<file path="src/rtl/eth_tx_frame_arbiter.sv">
// Frame-granular round-robin arbiter feeding one MAC TX AXI-stream from N_PORTS sources.
// A stall watchdog aborts a frame whose owner stops supplying data mid-frame.
// Optional inter-frame gap state compiled in with `define ETH_TX_ARB_IFG_EN.
module eth_tx_frame_arbiter #(
  parameter int unsigned N_PORTS    = 2,
  parameter int unsigned DATA_W     = 8,
  parameter int unsigned MAX_STALL  = 16,
  parameter int unsigned IFG_CYCLES = 12
) (
  input  logic                        clk,
  input  logic                        rst_n,
  input  logic [N_PORTS*DATA_W-1:0]   s_tdata,
  input  logic [N_PORTS-1:0]          s_tvalid,
  input  logic [N_PORTS-1:0]          s_tlast,
  output logic [N_PORTS-1:0]          s_tready,
  output logic [DATA_W-1:0]           m_tdata,
  output logic                        m_tvalid,
  output logic                        m_tlast,
  output logic                        m_tuser,
  input  logic                        m_tready,
  output logic [N_PORTS-1:0]          grant,
  output logic                        busy,
  output logic                        abort_pulse
);

  localparam int unsigned PTR_W   = (N_PORTS > 1) ? $clog2(N_PORTS) : 1;
  localparam int unsigned STALL_W = (MAX_STALL > 0) ? $clog2(MAX_STALL + 1) : 1;

  localparam logic [2:0] S_IDLE  = 3'd0;
  localparam logic [2:0] S_XFER  = 3'd1;
  localparam logic [2:0] S_ABORT = 3'd2;
  localparam logic [2:0] S_DRAIN = 3'd3;
`ifdef ETH_TX_ARB_IFG_EN
  localparam logic [2:0] S_GAP   = 3'd4;
  localparam int unsigned GAP_W  = (IFG_CYCLES > 1) ? $clog2(IFG_CYCLES) : 1;
`endif

  logic [2:0]         state, state_d;
  logic [PTR_W-1:0]   ptr, ptr_d;
  logic [STALL_W-1:0] stall_cnt, stall_cnt_d;
  logic [PTR_W-1:0]   win;
  logic [PTR_W-1:0]   idx;
  logic               found;
  logic               g_valid;
  logic               g_last;
  logic [DATA_W-1:0]  g_data;
  logic [2:0]         end_state;

`ifdef ETH_TX_ARB_IFG_EN
  logic [GAP_W-1:0]   gap_cnt, gap_cnt_d;
  assign end_state = (IFG_CYCLES == 0) ? S_IDLE : S_GAP;
`else
  logic unused_ifg;
  assign unused_ifg = ^32'(IFG_CYCLES);
  assign end_state  = S_IDLE;
`endif

  // Owner's stream, selected by the pointer (pointer == current winner while busy)
  assign g_valid = s_tvalid[ptr];
  assign g_last  = s_tlast[ptr];
  assign g_data  = s_tdata[32'(ptr) * DATA_W +: DATA_W];

  // Status decoded from the state register
  assign busy  = (state != S_IDLE);
  assign grant = ((state == S_XFER) || (state == S_ABORT) || (state == S_DRAIN))
                 ? (N_PORTS'(1) << ptr) : '0;

  // Round-robin search starting one past the last winner
  always_comb begin
    win   = ptr;
    found = 1'b0;
    idx   = '0;
    for (int unsigned i = 1; i <= N_PORTS; i++) begin
      idx = PTR_W'((32'(ptr) + i) % N_PORTS);
      if (!found && s_tvalid[idx]) begin
        win   = idx;
        found = 1'b1;
      end
    end
  end

  // State, pointer and counters
  always_ff @(posedge clk or negedge rst_n) begin
    if (!rst_n) begin
      state     <= S_IDLE;
      ptr       <= PTR_W'(N_PORTS - 1);
      stall_cnt <= '0;
`ifdef ETH_TX_ARB_IFG_EN
      gap_cnt   <= '0;
`endif
    end else begin
      state     <= state_d;
      ptr       <= ptr_d;
      stall_cnt <= stall_cnt_d;
`ifdef ETH_TX_ARB_IFG_EN
      gap_cnt   <= gap_cnt_d;
`endif
    end
  end

  // Next-state logic and stream muxing
  always_comb begin
    state_d     = state;
    ptr_d       = ptr;
    stall_cnt_d = '0;
`ifdef ETH_TX_ARB_IFG_EN
    gap_cnt_d   = '0;
`endif
    m_tdata     = '0;
    m_tvalid    = 1'b0;
    m_tlast     = 1'b0;
    m_tuser     = 1'b0;
    s_tready    = '0;
    abort_pulse = 1'b0;
    case (state)
      S_IDLE: begin
        if (found) begin
          ptr_d   = win;
          state_d = S_XFER;
        end
      end
      S_XFER: begin
        m_tdata       = g_data;
        m_tvalid      = g_valid;
        m_tlast       = g_last;
        s_tready[ptr] = m_tready;
        if (g_valid) begin
          if (m_tready && g_last) state_d = end_state;
        end else if (MAX_STALL != 0) begin
          // Only source starvation counts; MAC backpressure has g_valid high
          if (stall_cnt == STALL_W'(MAX_STALL - 1)) state_d = S_ABORT;
          else stall_cnt_d = stall_cnt + STALL_W'(1);
        end
      end
      S_ABORT: begin
        m_tvalid = 1'b1;
        m_tlast  = 1'b1;
        m_tuser  = 1'b1;
        if (m_tready) begin
          abort_pulse = 1'b1;
          state_d     = S_DRAIN;
        end
      end
      S_DRAIN: begin
        s_tready[ptr] = 1'b1;
        if (g_valid && g_last) state_d = end_state;
      end
`ifdef ETH_TX_ARB_IFG_EN
      S_GAP: begin
        if (gap_cnt == GAP_W'(IFG_CYCLES - 1)) state_d = S_IDLE;
        else gap_cnt_d = gap_cnt + GAP_W'(1);
      end
`endif
      default: state_d = S_IDLE;
    endcase
  end

endmodule

</file>
<file path="config.mk">
export PLATFORM = sky130hd
export DESIGN_NAME = eth_tx_frame_arbiter
export DESIGN_NICKNAME = d
export VERILOG_FILES = /design/src/rtl/eth_tx_frame_arbiter.sv
export SDC_FILE = /design/constraint.sdc
export NUM_CORES = 1
export LEC_CHECK = 0
export ABC_AREA = 1
export BUFFER_PORTS_ARGS = -buffer_cell sky130_fd_sc_hd__buf_2
export CAP_MARGIN = 20
export CORE_MARGIN = 5
export CORE_UTILIZATION = 41
export CTS_BUF_LIST = sky130_fd_sc_hd__clkbuf_8
export DETAILED_ROUTE_END_ITERATION = 7
export GPL_TIMING_DRIVEN = 1
export PLACE_DENSITY = 0.78
export RECOVER_POWER = 50
export SKIP_CTS_REPAIR_TIMING = 1
export SLEW_MARGIN = 30
export SYNTH_ARGS = -nofsm -noshare
export SYNTH_HDL_FRONTEND = slang
export SYNTH_SLANG_ARGS = --single-unit
</file>
<file path="constraint.sdc">
create_clock -name clk -period 1.5 [get_ports clk]
set_clock_uncertainty 0.1 [all_clocks]
set_input_delay 0.3 -clock clk [delete_from_list [all_inputs] [get_ports clk]]
set_output_delay 0.3 -clock clk [all_outputs]
set_load 0.05 [all_outputs]
</file>
==> results of run 1 <==
power by group through the flow:
stage          clock [W]  combinational (W)  sequential [W]
4_1_cts         0.000275            0.00231        0.000359
3_5_place_dp           0            0.00229        0.000359
3_3_place_gp           0            0.00225        0.000353
6_report        0.000279            0.00289        0.000359
2_1_floorplan          0            0.00177        0.000359
5_1_grt         0.000295            0.00304        0.000373
layout make-up:
| class | count | area, sq um |
|---|---|---|
| clock buffer | 3 | 41.29 |
| clock inverter | 1 | 3.754 |
| fill | 93 | 261.5 |
| inverter | 13 | 55.05 |
| multi-input combinational | 83 | 668.1 |
| sequential | 8 | 203.9 |
| tap | 17 | 21.27 |
| timing repair buffer | 56 | 434.2 |
sequential cells by signal, indices dropped and copies added, names as in the netlist:
name	cells
stall_cnt	5
ptr	1
state	2
metal layers:
layer	global-route usage, %	routed length, microns	vias up
li1	-	-	448
met3	5.158	166	11
met4	3.930	59	0
met2	34.10	1518	41
met5	0	0	-
met1	20.46	1042	426
cell families after synthesis:
family | share of synthesized area (%)
compound gates | 12.70
flops | 28.00
xor+xnor | 2.435
simple gates | 36.17
fa+ha+maj | 12.17
buf+inv | 8.521
path summary, 6_finish.rpt:
path / from / slack [ns] / endpoint / cells past startpoint
setup / recovery: state[0]$_DFFE_PN0P_ / -0.34 / s_tready[0] / 4
hold / removal: s_tvalid[1] / 0.31 / ptr$_DFFE_PN1P_ / 4
setup reg to reg: ptr$_DFFE_PN1P_ / -0.12 / state[0]$_DFFE_PN0P_ / 11
hold reg to reg: stall_cnt[0]$_DFF_PN0_ / 0.39 / stall_cnt[0]$_DFF_PN0_ / 1
max in group asynchronous: rst_n / 0.51 / state[0]$_DFFE_PN0P_ / 2
min in group asynchronous: rst_n / 0.43 / stall_cnt[3]$_DFF_PN0_ / 2
cell usage after synthesis, drive strengths merged:
cell | number | share of area [%]
o21ai | 12 | 8.3
dfstp | 1 | 3.7
clkbuf | 2 | 1.0
o31ai | 1 | 1.0
buf | 1 | 0.69
nand2 | 24 | 15
a21oi | 3 | 2.1
xnor2 | 1 | 1.2
inv | 13 | 6.8
xor2 | 1 | 1.2
ha | 7 | 12
nor2 | 28 | 15
nand3 | 3 | 3.8
nand4 | 1 | 0.87
a311oi | 1 | 1.2
dfrtp | 7 | 24
or2 | 1 | 0.87
critical path, cell delays in order (launching register included):
cell and delay [ns]:
dfrtp_2 0.46, ha_1 0.27, a21oi_4 0.22, nor2_4 0.04, buf_2 0.21
metrics by stage:
step | std cells | cell area [sq um] | total power [W] | util (%) | hold slack (ns)
final | 181 | 1428 | 0.003524 | 84.52 | 0.3137
after global routing | 181 | 1428 | 0.003710 | 84.52 | 0.3482
after CTS | 176 | 1205 | 0.002942 | 71.33 | -0.1903
after detailed placement | 172 | 1160 | 0.002653 | 68.67 | 0.05567
after floorplan | 107 | 879.6 | 0.002131 | - | -0.09559
after global placement | 172 | 1160 | 0.002603 | 68.67 | 0.04944
==> results.tsv, run 1 <==
stage	metric	value	unit
status	outcome	complete, but fails checks	
status	failing checks	setup timing	
routing	initial DRC count	15	
synthesis	synth warn	0	
routing	vias per cell	5.116	
sta	max_slew headroom	67.79	%
final_layout	n_diodes	0	
floorplan	DIE HEIGHT	51.89	microns
final_layout	commonest non-fill, non-tap cell in the layout	buf_2	
floorplan	initial core utilization	42.59	%
global_routing	GR Util All Layers	18.38	%
routing	wire length per cell	15.39	microns
global_routing	initial antenna violation count	0	
setup_path	CP arrival	1.44	ns
floorplan	die width	51.89	microns
sta	Fin Setup TNS	-4.972	ns
sta	fin crit period	1.839	ns
final_layout	# nets final	195	
setup_path	Setup crit start kind	register	
global_routing	maximum number of pins on one net before global-route repair	11	
synthesis	Cells after Synth	107	
cts	CTS tree	built	
sta	RSZ-0062 raised after global routing	yes	
placed_design	RePlAce Congestion	0.7886	
placed_design	Setup WS pre-CTS	-0.1844	ns
cts	CTS clk-pin slew, worst paths	0.05	ns
sta	Final setup violation count	20	
setup_path	Crit. End Element	output port	
routing	Post-route DRC	0	
power	Reg power frac	10.2	%
routing	DRT Pass-1 Iters	4	
floorplan	Rows	15	
sta	Final Max Tran Viols	0	
global_routing	number of global-route vias before repair	821	
floorplan	core box area	1689	sq um
power	combinational power share	81.9	%
power	switch share	56.20	%
routing	routed vias	926	
cts	CTS Buffer Depth	2	
setup_path	crit-path max FO	5	
routing	post-route ant nets	0	
synthesis	Post-Synthesis Mean Instance Area	6.724	sq um
placed_design	Port-buffer cells	39	
power	Power Density	2468	nW/um^2
sta	Peak Freq	543.8	MHz
cts	Sink Count	8	
floorplan	die area	2693	sq um
cts	H-tree levels	1	
sta	setup ws final	-0.3390	ns
floorplan	Boundary Pins	40	
sta	Worst-Margin Slew	0.4831	ns
synthesis	count of different cell masters after synthesis	23	
power	NetSw	0.001980	W
power	leakage	0.6767	nW
job	max_cap viols	0	
synthesis	Post-Syn Area	719.4	sq um
synthesis	syn_nets	137	
final_layout	most frequent cells in the layout	buf_2, nor2_4, nand2_1	
cts	Num CTS Buffers	3	
global_routing	grt ovf	0	
sta	Final Hold Viols	0	
power	clock group share of total power	7.9	%
placed_design	DPL Wire Length	1.790	mm
final_layout	Layout Area Growth over Synthesis	98.43	%
routing	drt total wl	2.786	mm
synthesis	post-synthesis sequential area ratio	28.00	%
setup_path	Critical Setup Path Class	reg2out	
power	internal power	0.001543	W
sta	period utilization	122.6	%
final_layout	share of layout cells above drive strength 1	65.85	%
cts	worst skew pair latency	0.24	ns
power	worst vdd ir	1.801	mV
setup_path	CP required	1.10	ns
cts	clock root buffer	clkbuf_8	
min_path	worst min path class	in2reg	
global_routing	first-pass GRT wire length	3.691	mm
synthesis	Yosys reg bits	8	
Note: power is estimated with default switching activity, not from simulation.
==> run 2, diff against run 1 <==
--- a/config.mk
+++ b/config.mk
@@ -8,7 +8,7 @@
 export ABC_AREA = 1
 export BUFFER_PORTS_ARGS = -buffer_cell sky130_fd_sc_hd__buf_2
 export CAP_MARGIN = 20
-export CORE_MARGIN = 5
+export CORE_MARGIN = 2
 export CORE_UTILIZATION = 41
 export CTS_BUF_LIST = sky130_fd_sc_hd__clkbuf_8
 export DETAILED_ROUTE_END_ITERATION = 7
==> run 2 against run 1 <==
The flow still finishes with violations (setup timing). Sequential cell count is the same. Design area grew 5.9%. Sequential share of layout area shrank 0.79 points. Via count grew 17%. Die area shrank 22%. Critical path depth grew 2. Highest routed layer unchanged. Largest cell class unchanged. Worst hold slack gained 0.028 ns. Register-to-register slack lost 0.10 ns.
==> results.tsv, run 2 (synthesis results as in run 1) <==
stage	metric	value	unit	change
cts	Num CTS Buffers	3		unchanged
sta	period utilization	125.1	%	+2.5 points
sta	Final Max Tran Viols	0		unchanged
global_routing	number of global-route vias before repair	711		-13%
min_path	Hold Crit Depth	4		unchanged
placed_design	DPL Wire Length	1.678	mm	-6.2%
global_routing	met2 Use GR	36.11	%	+2.0 points
routing	DRT Pass-1 Iters	4		unchanged
routing	post-route ant nets	0		unchanged
cts	CTS tree	built		
global_routing	GRT met1 Usage	22.41	%	+2.0 points
sta	fin crit period	1.877	ns	+0.03822 ns
power	leakage	0.7014	nW	+3.6%
sta	Final Hold Viols	0		unchanged
job	max_cap viols	0		unchanged
setup_path	max incr delay on CP	0.43	ns	-0.03 ns
setup_path	crit-path max FO	6		+1
setup_path	Crit. End Element	output port		
sta	Fin Setup TNS	-5.085	ns	-0.1122 ns
routing	initial DRC count	71		+56
routing	wire length per cell	19.56	microns	+27%
status	outcome	complete, but fails checks		
floorplan	initial core utilization	42.59	%	unchanged
cts	Sink Count	8		unchanged
power	Power Density	2566	nW/um^2	+4.0%
setup_path	CP max-delay cell	dfrtp_2		
cts	CTS Buffer Depth	2		unchanged
setup_path	CP required	1.10	ns	about the same
global_routing	GR Util All Layers	20.05	%	+1.7 points
global_routing	maximum number of pins on one net before global-route repair	11		unchanged
global_routing	initial antenna violation count	0		unchanged
setup_path	register-to-register setup slack	-0.22	ns	-0.10 ns
sta	final hold slack	0.3414	ns	+0.02772 ns
final_layout	Largest Register	stall_cnt		
final_layout	max reg flops	5		unchanged
floorplan	DIE HEIGHT	45.89	microns	-12%
setup_path	Setup crit start kind	register		
setup_path	Cell Chain, Critical Path	inv_4, ha_4, buf_4, o21ai_1, nor2_4, buf_6		
routing	routed vias	1080		+17%
setup_path	R2R cell count	10		-1
sta	Final setup violation count	19		-5.0%
floorplan	die width	45.89	microns	-12%
placed_design	RePlAce Congestion	0.8185		+3.8%
global_routing	busiest grt layer	met2		
global_routing	met3 Resource Use GR	6.746	%	+1.6 points
global_routing	first-pass GRT wire length	2.987	mm	-19%
cts	clock root buffer	clkbuf_8		
placed_design	dpl cell area	1167	sq um	+0.65%
sta	RSZ-0062 raised after global routing	yes		
routing	Post-route DRC	0		unchanged
routing	vias per cell	5.902		+15%
final_layout	most frequent cells in the layout	buf_2, nor2_4, nand2_1, buf_4, buf_6		
cts	H-tree levels	1		unchanged
floorplan	Rows	15		unchanged
global_routing	grt ovf	0		unchanged
floorplan	Boundary Pins	40		unchanged
sta	Peak Freq	532.7	MHz	-2.0%
routing	drt total wl	3.580	mm	+28%
status	failing checks	setup timing		
setup_path	Critical Setup Path Class	reg2out		
cts	CTS clk-pin slew, worst paths	0.05	ns	about the same
floorplan	die area	2106	sq um	-22%
power	worst vdd ir	1.825	mV	+1.3%
final_layout	Layout Area Growth over Synthesis	110.1	%	
floorplan	core box area	1689	sq um	unchanged
setup_path	CP arrival	1.48	ns	+0.04 ns
sta	setup ws final	-0.3772	ns	-0.03822 ns
cts	worst skew pair latency	0.23	ns	about the same
placed_design	Port-buffer cells	39		unchanged
final_layout	share of layout cells above drive strength 1	68.67	%	+2.8 points
final_layout	commonest non-fill, non-tap cell in the layout	buf_2		
final_layout	biggest registers after layout	stall_cnt x5, state x2, ptr x1		
sta	Worst-Margin Slew	0.4650	ns	-0.01810 ns
sta	max_slew headroom	69.00	%	+1.2 points
final_layout	n_diodes	0		unchanged
final_layout	post-route cell area	1511	sq um	+5.9%
final_layout	# nets final	197		+1.0%
min_path	worst min path class	in2reg		
## run 2: area by class of cell
type | instances | area, sq um
well taps | 17 | 21.27
clock buffers | 3 | 41.29
clock inverters | 1 | 3.754
fillers | 65 | 177.7
multi-input cells | 83 | 716.9
inverters | 13 | 55.05
repair buffers | 58 | 469.2
flip-flops and latches | 8 | 203.9
## run 2: worst paths after layout
| kind | start | end |
|---|---|---|
| min in group asynchronous | rst_n | stall_cnt[1]$_DFF_PN0_ |
| min | s_tvalid[1] | ptr$_DFFE_PN1P_ |
| max reg2reg | state[0]$_DFFE_PN0P_ | state[0]$_DFFE_PN0P_ |
| max | state[1]$_DFFE_PN0P_ | m_tdata[0] |
| min reg2reg | stall_cnt[0]$_DFF_PN0_ | stall_cnt[0]$_DFF_PN0_ |
| max in group asynchronous | rst_n | ptr$_DFFE_PN1P_ |
## run 2: power by group
part / switching (W) / internal (W) / total [W] / leakage [nW]
Sequential: 0.0000832 / 0.000285 / 0.000368 / 0.102
Combinational: 0.00201 / 0.00123 / 0.00323 / 0.572
Clock: 0.0000998 / 0.000179 / 0.000278 / 0.0269
## run 2: metal layers
layer	vias to the layer above	part of all wire, %
li1	454	-
met1	498	35
met2	103	50
met3	25	9.3
met4	0	4.8
met5	-	0
## run 2: per-stage QoR
step / total power (W) / utilization (%) / setup WS (ns) / std cells
after floorplan: 0.002131 / - / -0.1539 / 107
after global placement: 0.002613 / 69.11 / -0.1472 / 173
after detailed placement: 0.002667 / 69.11 / -0.1605 / 173
after CTS: 0.002946 / 71.78 / -0.4122 / 177
after global routing: 0.004005 / 89.48 / -0.3826 / 183
final: 0.003879 / 89.48 / -0.3772 / 183
## run 2: critical path, delay by kind of cell (launching register included)
family                     cells  cell delay, ns
AOI/OAI and AO/OA              1            0.12
adders and majority gates      1            0.18
DFF                            1            0.43
and+or+nand+nor                1            0.13
buffers and inverters          3            0.37
